**src/rtl/muldiv_pkg.sv**
```systemverilog
// Shared definitions for the iterative multiply/divide unit: op encodings,
// FSM states and small op-decoding helpers.
package muldiv_pkg;

    typedef enum logic [1:0] {
        OP_MULT  = 2'b00,
        OP_MULTU = 2'b01,
        OP_DIV   = 2'b10,
        OP_DIVU  = 2'b11
    } opE;

    typedef enum logic [1:0] {
        IDLE = 2'd0,
        CALC = 2'd1,
        FIX  = 2'd2
    } stateE;

    // MULT and DIV are the signed variants (op[0] == 0).
    function automatic logic opIsSigned(input logic [1:0] op);
        return !op[0];
    endfunction

    function automatic logic opIsDiv(input logic [1:0] op);
        return op[1];
    endfunction

endpackage

```
**src/rtl/muldiv_step.sv**
```systemverilog
// One radix-2 iteration: shift-add multiply or restoring shift-subtract divide
// on unsigned magnitudes held in the {accHi, accLo} pair.
module muldiv_step #(
    parameter int WIDTH = 32
) (
    input  logic             isDiv,
    input  logic [WIDTH-1:0] accHi,
    input  logic [WIDTH-1:0] accLo,
    input  logic [WIDTH-1:0] operand,
    output logic [WIDTH-1:0] nextHi,
    output logic [WIDTH-1:0] nextLo
);

    logic [WIDTH:0] sum;
    logic [WIDTH:0] shifted;
    logic           fits;

    always_comb begin
        sum     = {1'b0, accHi} + (accLo[0] ? {1'b0, operand} : '0);
        shifted = {accHi, accLo[WIDTH-1]};
        fits    = shifted >= {1'b0, operand};
        if (isDiv) begin
            // Partial remainder stays below the divisor, so the W-bit difference is exact.
            if (fits) begin
                nextHi = shifted[WIDTH-1:0] - operand;
                nextLo = {accLo[WIDTH-2:0], 1'b1};
            end else begin
                nextHi = shifted[WIDTH-1:0];
                nextLo = {accLo[WIDTH-2:0], 1'b0};
            end
        end else begin
            nextHi = sum[WIDTH:1];
            nextLo = {sum[0], accLo[WIDTH-1:1]};
        end
    end

endmodule

```
**src/rtl/muldiv_unit.sv**
```systemverilog
// Fixed-latency iterative MULT/MULTU/DIV/DIVU unit: WIDTH CALC cycles on
// magnitudes, then one FIX cycle for sign correction and hi/lo write-back.
module muldiv_unit
    import muldiv_pkg::*;
#(
    parameter int WIDTH = 32
) (
    input  logic             clk,
    input  logic             reset,
    input  logic             start,
    input  logic [1:0]       op,
    input  logic [WIDTH-1:0] a,
    input  logic [WIDTH-1:0] b,
    input  logic             cancel,
    output logic             busy,
    output logic             done,
    output logic [WIDTH-1:0] hi,
    output logic [WIDTH-1:0] lo
);

    localparam int CNT_W = $clog2(WIDTH) + 1;
    localparam logic [CNT_W-1:0] LAST_STEP = CNT_W'(WIDTH - 1);

    stateE            state;
    logic [CNT_W-1:0] cnt;
    logic [1:0]       opReg;
    logic [WIDTH-1:0] aReg;
    logic             divZero;
    logic             negRes;
    logic             negRem;
    logic [WIDTH-1:0] accHi;
    logic [WIDTH-1:0] accLo;
    logic [WIDTH-1:0] operand;

    logic             negA, negB;
    logic [WIDTH-1:0] magA, magB;
    logic [WIDTH-1:0] stepHi, stepLo;
    logic [2*WIDTH-1:0] prod;
    logic [WIDTH-1:0] fixHi, fixLo;

    always_comb begin
        negA = opIsSigned(op) && a[WIDTH-1];
        negB = opIsSigned(op) && b[WIDTH-1];
        magA = negA ? -a : a;
        magB = negB ? -b : b;
    end

    muldiv_step #(.WIDTH(WIDTH)) uStep (
        .isDiv  (opIsDiv(opReg)),
        .accHi  (accHi),
        .accLo  (accLo),
        .operand(operand),
        .nextHi (stepHi),
        .nextLo (stepLo)
    );

    // Most-negative / -1 falls out naturally: magnitude 2^(W-1) negates to itself.
    always_comb begin
        prod  = negRes ? -{accHi, accLo} : {accHi, accLo};
        fixHi = prod[2*WIDTH-1:WIDTH];
        fixLo = prod[WIDTH-1:0];
        if (opIsDiv(opReg)) begin
            if (divZero) begin
                fixHi = aReg;
                fixLo = '1;
            end else begin
                fixLo = negRes ? -accLo : accLo;
                fixHi = negRem ? -accHi : accHi;
            end
        end
    end

    assign busy = (state != IDLE);

    always_ff @(posedge clk) begin
        if (reset) begin
            state   <= IDLE;
            cnt     <= '0;
            opReg   <= '0;
            aReg    <= '0;
            divZero <= 1'b0;
            negRes  <= 1'b0;
            negRem  <= 1'b0;
            accHi   <= '0;
            accLo   <= '0;
            operand <= '0;
            done    <= 1'b0;
            hi      <= '0;
            lo      <= '0;
        end else begin
            done <= 1'b0;
            case (state)
                IDLE: begin
                    if (start && !cancel) begin
                        opReg   <= op;
                        aReg    <= a;
                        divZero <= (b == '0);
                        negRes  <= negA ^ negB;
                        negRem  <= negA;
                        accHi   <= '0;
                        accLo   <= opIsDiv(op) ? magA : magB;
                        operand <= opIsDiv(op) ? magB : magA;
                        cnt     <= '0;
                        state   <= CALC;
                    end
                end
                CALC: begin
                    if (cancel) begin
                        state <= IDLE;
                    end else begin
                        accHi <= stepHi;
                        accLo <= stepLo;
                        cnt   <= cnt + 1'b1;
                        if (cnt == LAST_STEP)
                            state <= FIX;
                    end
                end
                FIX: begin
                    if (cancel) begin
                        state <= IDLE;
                    end else begin
                        hi    <= fixHi;
                        lo    <= fixLo;
                        done  <= 1'b1;
                        state <= IDLE;
                    end
                end
                default: state <= IDLE;
            endcase
        end
    end

endmodule

```
**config.mk**
```make
export PLATFORM = sky130hd
export DESIGN_NAME = muldiv_unit
export DESIGN_NICKNAME = d
export VERILOG_FILES = /design/src/rtl/muldiv_pkg.sv /design/src/rtl/muldiv_step.sv /design/src/rtl/muldiv_unit.sv
export SDC_FILE = /design/constraint.sdc
export NUM_CORES = 1
export LEC_CHECK = 0
export BUFFER_PORTS_ARGS = -buffer_cell sky130_fd_sc_hd__buf_2
export CORE_MARGIN = 2
export CORE_UTILIZATION = 41
export DETAILED_ROUTE_END_ITERATION = 12
export SLEW_MARGIN = 20
export SYNTH_ARGS = -nofsm -noshare
export SYNTH_HDL_FRONTEND = slang
export SYNTH_SLANG_ARGS = --single-unit
```
**constraint.sdc**
```tcl
create_clock -name clk -period 6.2 [get_ports clk]
set_clock_uncertainty 0.15 [all_clocks]
set_input_delay 0.93 -clock clk [delete_from_list [all_inputs] [get_ports clk]]
set_output_delay 0.93 -clock clk [all_outputs]
set_load 0.05 [all_outputs]
```
# After elaboration in Yosys (flattened, before gate mapping)
# Cells that the tools add are included.
[totals]
ff_bits = 206
output_inout_bits = 66
in_bits = 70
wordCells = 75
[classes]
reduce_logical = 14
n_mux = 30
n_lt_le_gt_ge = 1
addsub = 8
n_eq_ne = 6
n_bitwise = 3
[ops]
columns = ["cell", "count"]
rows = [
  ["two-way mux 32 bit", 18],
  ["negator 32 bit", 4],
  ["case mux 32 bit (2 select lines)", 2],
  ["two-way mux 64 bit", 1],
  ["negator 64 bit", 1],
  ["adder 32 x 33 -> 33 bit", 1],
  [">= comparator 33 x 32 -> 1 bit", 1],
  ["zero test 32 bit", 1],
  ["subtractor 32 bit", 1],
  ["two-way mux 6 bit", 2],
  ["case mux 6 bit (2 select lines)", 1],
  ["adder 6 x 1 -> 6 bit (second input constant)", 1],
  ["equality test 6 x 5 -> 1 bit (second input constant)", 1],
  ["two-way mux 2 bit", 3],
  ["AND reduction 2 bit", 3],
  ["!= test 2 bit (second input constant)", 2],
  ["case mux 2 bit (2 select lines)", 1],
  ["nonzero test 2 bit", 2],
  ["logical AND 1 bit", 3],
  ["!= test 3 bit (second input constant)", 1],
  ["AND reduction 3 bit", 1],
  ["equality test 2 x 1 -> 1 bit (second input constant)", 1],
  ["equality test 2 bit (second input constant)", 1],
  ["zero test 1 bit", 2],
  ["other kinds (5)", 7],
]

# Depth between registers and ports, before layout
[depth]
ltp_word = 6
depth_mapped = 14
depth_no_buf = 13

# By module
# Synthesis repeated with hierarchy kept, for this count alone.
[hier_totals]
hier_cells = 2321
area_unflattened_um2 = 16933.7
[by_module_without_submodules]
columns = ["mod", "area_each_um2", "seq_area_each_um2", "cells_each", "n_inst"]
rows = [
  ["muldiv_unit", 12205.5, 4103.9, 1620, 1],
  ["muldiv_step", 4728.3, 0.0, 701, 1],
]

# Worst setup path before layout
# No wires, ideal clock.
[synth_path]
path_type = "register to register"
start = "register accLo[0]"
end = "register accHi[30]"
stages_incl_launch_ff = 14
t_arrival_ps = 3059
setup_slack_ps = 2904
path_buffers = 1
setup_time_ps = 87
required_time_ps = 5963
synth_period_minus_slack_ps = 3296
path_cell_list = "dfxtp_1 inv_1 clkbuf_1 nor2_1 ha_1 o211ai_1 o21ai_0 o2111ai_1 a2111oi_0 o21ai_0 nand2_1 a41oi_1 mux2_2 o31ai_1"
[synth_via]
elab_chain_len = 5
[synth_rtl]
columns = ["item", "line_no", "source"]
rows = [
  ["from (decl)", "muldiv_unit.sv:32", "logic [WIDTH-1:0] accLo;"],
  ["from (signal assigned)", "muldiv_unit.sv:101", "accLo <= opIsDiv(op) ? magA : magB;"],
  ["from (signal assigned)", "muldiv_unit.sv:112", "accLo <= stepLo;"],
  ["two-way mux 32 bit", "muldiv_step.sv:19", "sum = {1'b0, accHi} + (accLo[0] ? {1'b0, operand} : '0);"],
  ["adder 32 x 33 -> 33 bit", "muldiv_step.sv:19", ""],
  ["two-way mux 32 bit", "muldiv_step.sv:22", "if (isDiv) begin"],
  ["two-way mux 32 bit", "muldiv_unit.sv:108", "if (cancel) begin"],
  ["case mux 32 bit (2 select lines)", "muldiv_unit.sv:92", "case (state)"],
  ["to (signal assigned)", "muldiv_unit.sv:111", "accHi <= stepHi;"],
  ["to (decl)", "muldiv_unit.sv:31", "logic [WIDTH-1:0] accHi;"],
]
# No other way between the ends. The select of a mux whose other input is x is not followed.
# A chain may end at the register's enable or synchronous reset.

# Worst setup path in the final report
[layout_path]
start = "register accHi[29]"
end = "register accHi[4]"
[layout_via]
elab_chain_len = 5
[layout_rtl]
columns = ["item", "line_no", "source"]
rows = [
  [">= comparator 33 x 32 -> 1 bit", "muldiv_step.sv:21", "fits = shifted >= {1'b0, operand};"],
  ["two-way mux 32 bit", "muldiv_step.sv:24", "if (fits) begin"],
  ["two-way mux 32 bit", "muldiv_step.sv:22", ""],
  ["two-way mux 32 bit", "muldiv_unit.sv:108", ""],
  ["case mux 32 bit (2 select lines)", "muldiv_unit.sv:92", ""],
]
# No other way between the ends. The select of a mux whose other input is x is not followed.

==> summary.txt <==
Routing
  – Post-route ant nets: 0
  – Drt wl/cell: ~23 um
  – DRT Wirelength: approximately 62000 um
  – Iteration-0 DRC Markers: 1492
  – # DRC: 0
  – Routed via count: 16.8k
  – Drt first pass iters: 6
  – Routed vias/inst: 6.06

Outcome
  – Outcome: complete, no violations

Yosys
  – Synth warnings: 0
  – Cell Area, Synth: roughly 16000 sq um
  – FFs w/ async S/R, synth: 0
  – Sequential share of the synthesized area: 0.252
  – Mapped Avg Cell Area: roughly 7.3 sq um
  – Main synth FF type: dfxtp_1
  – Distinct cells, synth: between 80 and 90
  – Syn nets: 2357
  – Post-synth EDFFs: 0
  – Post-synthesis register bit count: 205
  – Post-Synthesis Cells: about 2.2k

Critical path
  – Cell mode on critical path: nor3_1
  – Crit path kind: reg2reg
  – Crit-path leading delay family: simple AND/OR/NAND/NOR gates
  – Slowest stage cell, crit path: nor2_4
  – CP Launch Type: flop
  – Crit-path cells: ha_1 -> nand3b_1 -> nor4_1 -> a31oi_1 -> nand3_1 -> nor3_1 -> nor2_4 -> buf_4 -> mux2_2 -> a21oi_1 -> nor3_1
  – Critical Path RT: approximately 6.5 ns
  – Max FO, Critical Path: 29
  – R2r setup slk: 1.91 ns
  – Crit path buffers/inverters: 1
  – Worst setup EP type: flop
  – CP max stage delay: 0.72 ns
  – Arrival time at the worst endpoint: about 4.6 ns

Timing
  – RSZ-0062 raised after global routing: no
  – Setup ws final: 1.91 ns
  – Tmin final: ~4.3 ns
  – Hold Vio Cnt, Final: 0
  – Post-route clock period utilization: 0.692
  – Top achievable clock speed: around 230 MHz
  – Actual slew at the worst max-slew pin: between 1 and 1.5 ns
  – Slew margin rel.: 0.310
  – Setup Viol. Count Final: 0
  – TNS Setup: 0 ns
  – Max Slew Vio Count: 0
  – Worst hold slack: 0.295 ns

Layout
  – Commonest non-fill, non-tap cells in the layout: nand2_1 (278), nor2_1 (236), dfxtp_1 (202), a21oi_1 (182), buf_2 (134)
  – Area Overhead vs Synth: 11.1%
  – Most common cell after layout, fill and taps aside: nand2_1
  – Core Util, Final: 0.465
  – Nets@finish: approximately 2.4k
  – Share of layout cells above drive strength 1: 0.109

Run
  – Max-cap violations: 0

Floorplan
  – Starting density of the core: 0.418
  – # IOs: approximately 140
  – Row cnt: 72
  – DIE AREA: slightly above 40000 sq um
  – Die Height: 203 um
  – Chip width: 203 um
  – Core Area: around 40000 sq um

Power and ir drop
  – VDD IR-drop max: about 200 uV
  – Power Density: between 200 and 250 nW/um^2
  – Leak: 7.15 nW
  – Pwr Total: around 4 mW

CTS
  – Clock Tree Buf Depth: 3
  – Hold buffers post-CTS: 0
  – Clk root buf: clkbuf_16
  – CTS HTree Levels: 1
  – Clk slew on worst S/H paths: ~0.060 ns
  – Cts repair resizes: 0
  – Sink Count: between 200 and 250
  – Worst skew pair latency: about 0.58 ns
  – Post-CTS setup buffer count: 0
  – TritonCTS buffer count: 27
  – CTS tree: built

Worst hold path
  – Worst hold path class: reg2reg

Global route
  – Total gr overflow: 0
  – Vias in the first global route: around 15k
  – Wire length of the first global-routing pass: 94400 um
  – Initial antenna violation count: 1
  – Total GRT Usage: 0.293
  – Largest net degree at the start of global routing: 83

Place
  – Hpwl dp: about 48000 um
  – # port buffers: ~140
  – Dpl ws: roughly 2.0 ns
  – Routability congestion estimate from global placement: 0.927
[layout make-up]
class,instances,area [sq um]
fillers,4008,20800
multi-input cells,1767,11300
flip-flops and latches,205,4110
repair buffers,159,858
clock buffers,38,777
well taps,518,648
inverters,70,263
clock inverters,10,148
diodes,1,2.50
[cell usage after synthesis, drive strengths merged (32+ instances only)]
library cell	number	share of area
a211oi	80	0.037
a21oi	182	0.056
clkbuf	157	0.036
dfxtp	205	0.25
ha	69	0.053
inv	70	0.016
mux2i	83	0.051
nand2	278	0.064
nand3	32	0.011
nor2	240	0.055
nor3	48	0.015
o21ai	145	0.045
xnor2	112	0.060
xor2	88	0.047
[layer usage]
metal	part of all wire	up-vias	GRT usage	wire [um]
met2	0.43	676	0.449	26900
met4	0.034	0	0.102	2140
met3	0.081	93	0.0435	5040
met1	0.45	8037	0.418	28300
li1	-	7958	-	-
met5	0	-	0	0
[kinds of logic (layout without fill, tap and decap cells)]
group	Yosys count	after routing	synth area share
AO/OA/AOI/OAI	657	657	0.261
XOR/XNOR	200	200	0.108
adder cells (fa/ha/maj)	71	71	0.0555
buffers and inverters	244	277	0.0575
flip-flops	205	205	0.252
multiplexers	89	89	0.0552
other	0	1	0
AND/OR/NAND/NOR	750	750	0.210
[flip-flops by register name (all words and copies together), names as in the netlist]
signal and count:
operand 32, negRes 1, cnt 6, accLo 32, negRem 1, state 2, opReg 1, done 1
accHi 32, aReg 32, hi 32, divZero 1, lo 32
[path summary, 6_finish.rpt]
path | startpoint | end | cells past startpoint
min | hi[27] | hi[27] | 2
min reg2reg | hi[27] | hi[27] | 2
max reg2reg | accHi[29] | accHi[4] | 11
max | accHi[29] | accHi[4] | 11
[per-stage QoR]
step	instance area, sq um	std cells
floorplan	16300	2216
global placement	17100	2719
detailed placement	17100	2719
CTS	18100	2767
global route	18100	2768
finish	18100	2768
[worst min-delay path, stage by stage (launching register included)]
cell	delay [ns]
dfxtp_1	0.31
nand2_1	0.05
nand2_1	0.04
[power by group]
part           internal (mW)  switching [mW]
Sequential              1.36          0.0683
Clock                  0.997           0.657
Combinational          0.283           0.545
Total                   2.64            1.27
No activity file was read; power rests on OpenSTA's default activity.
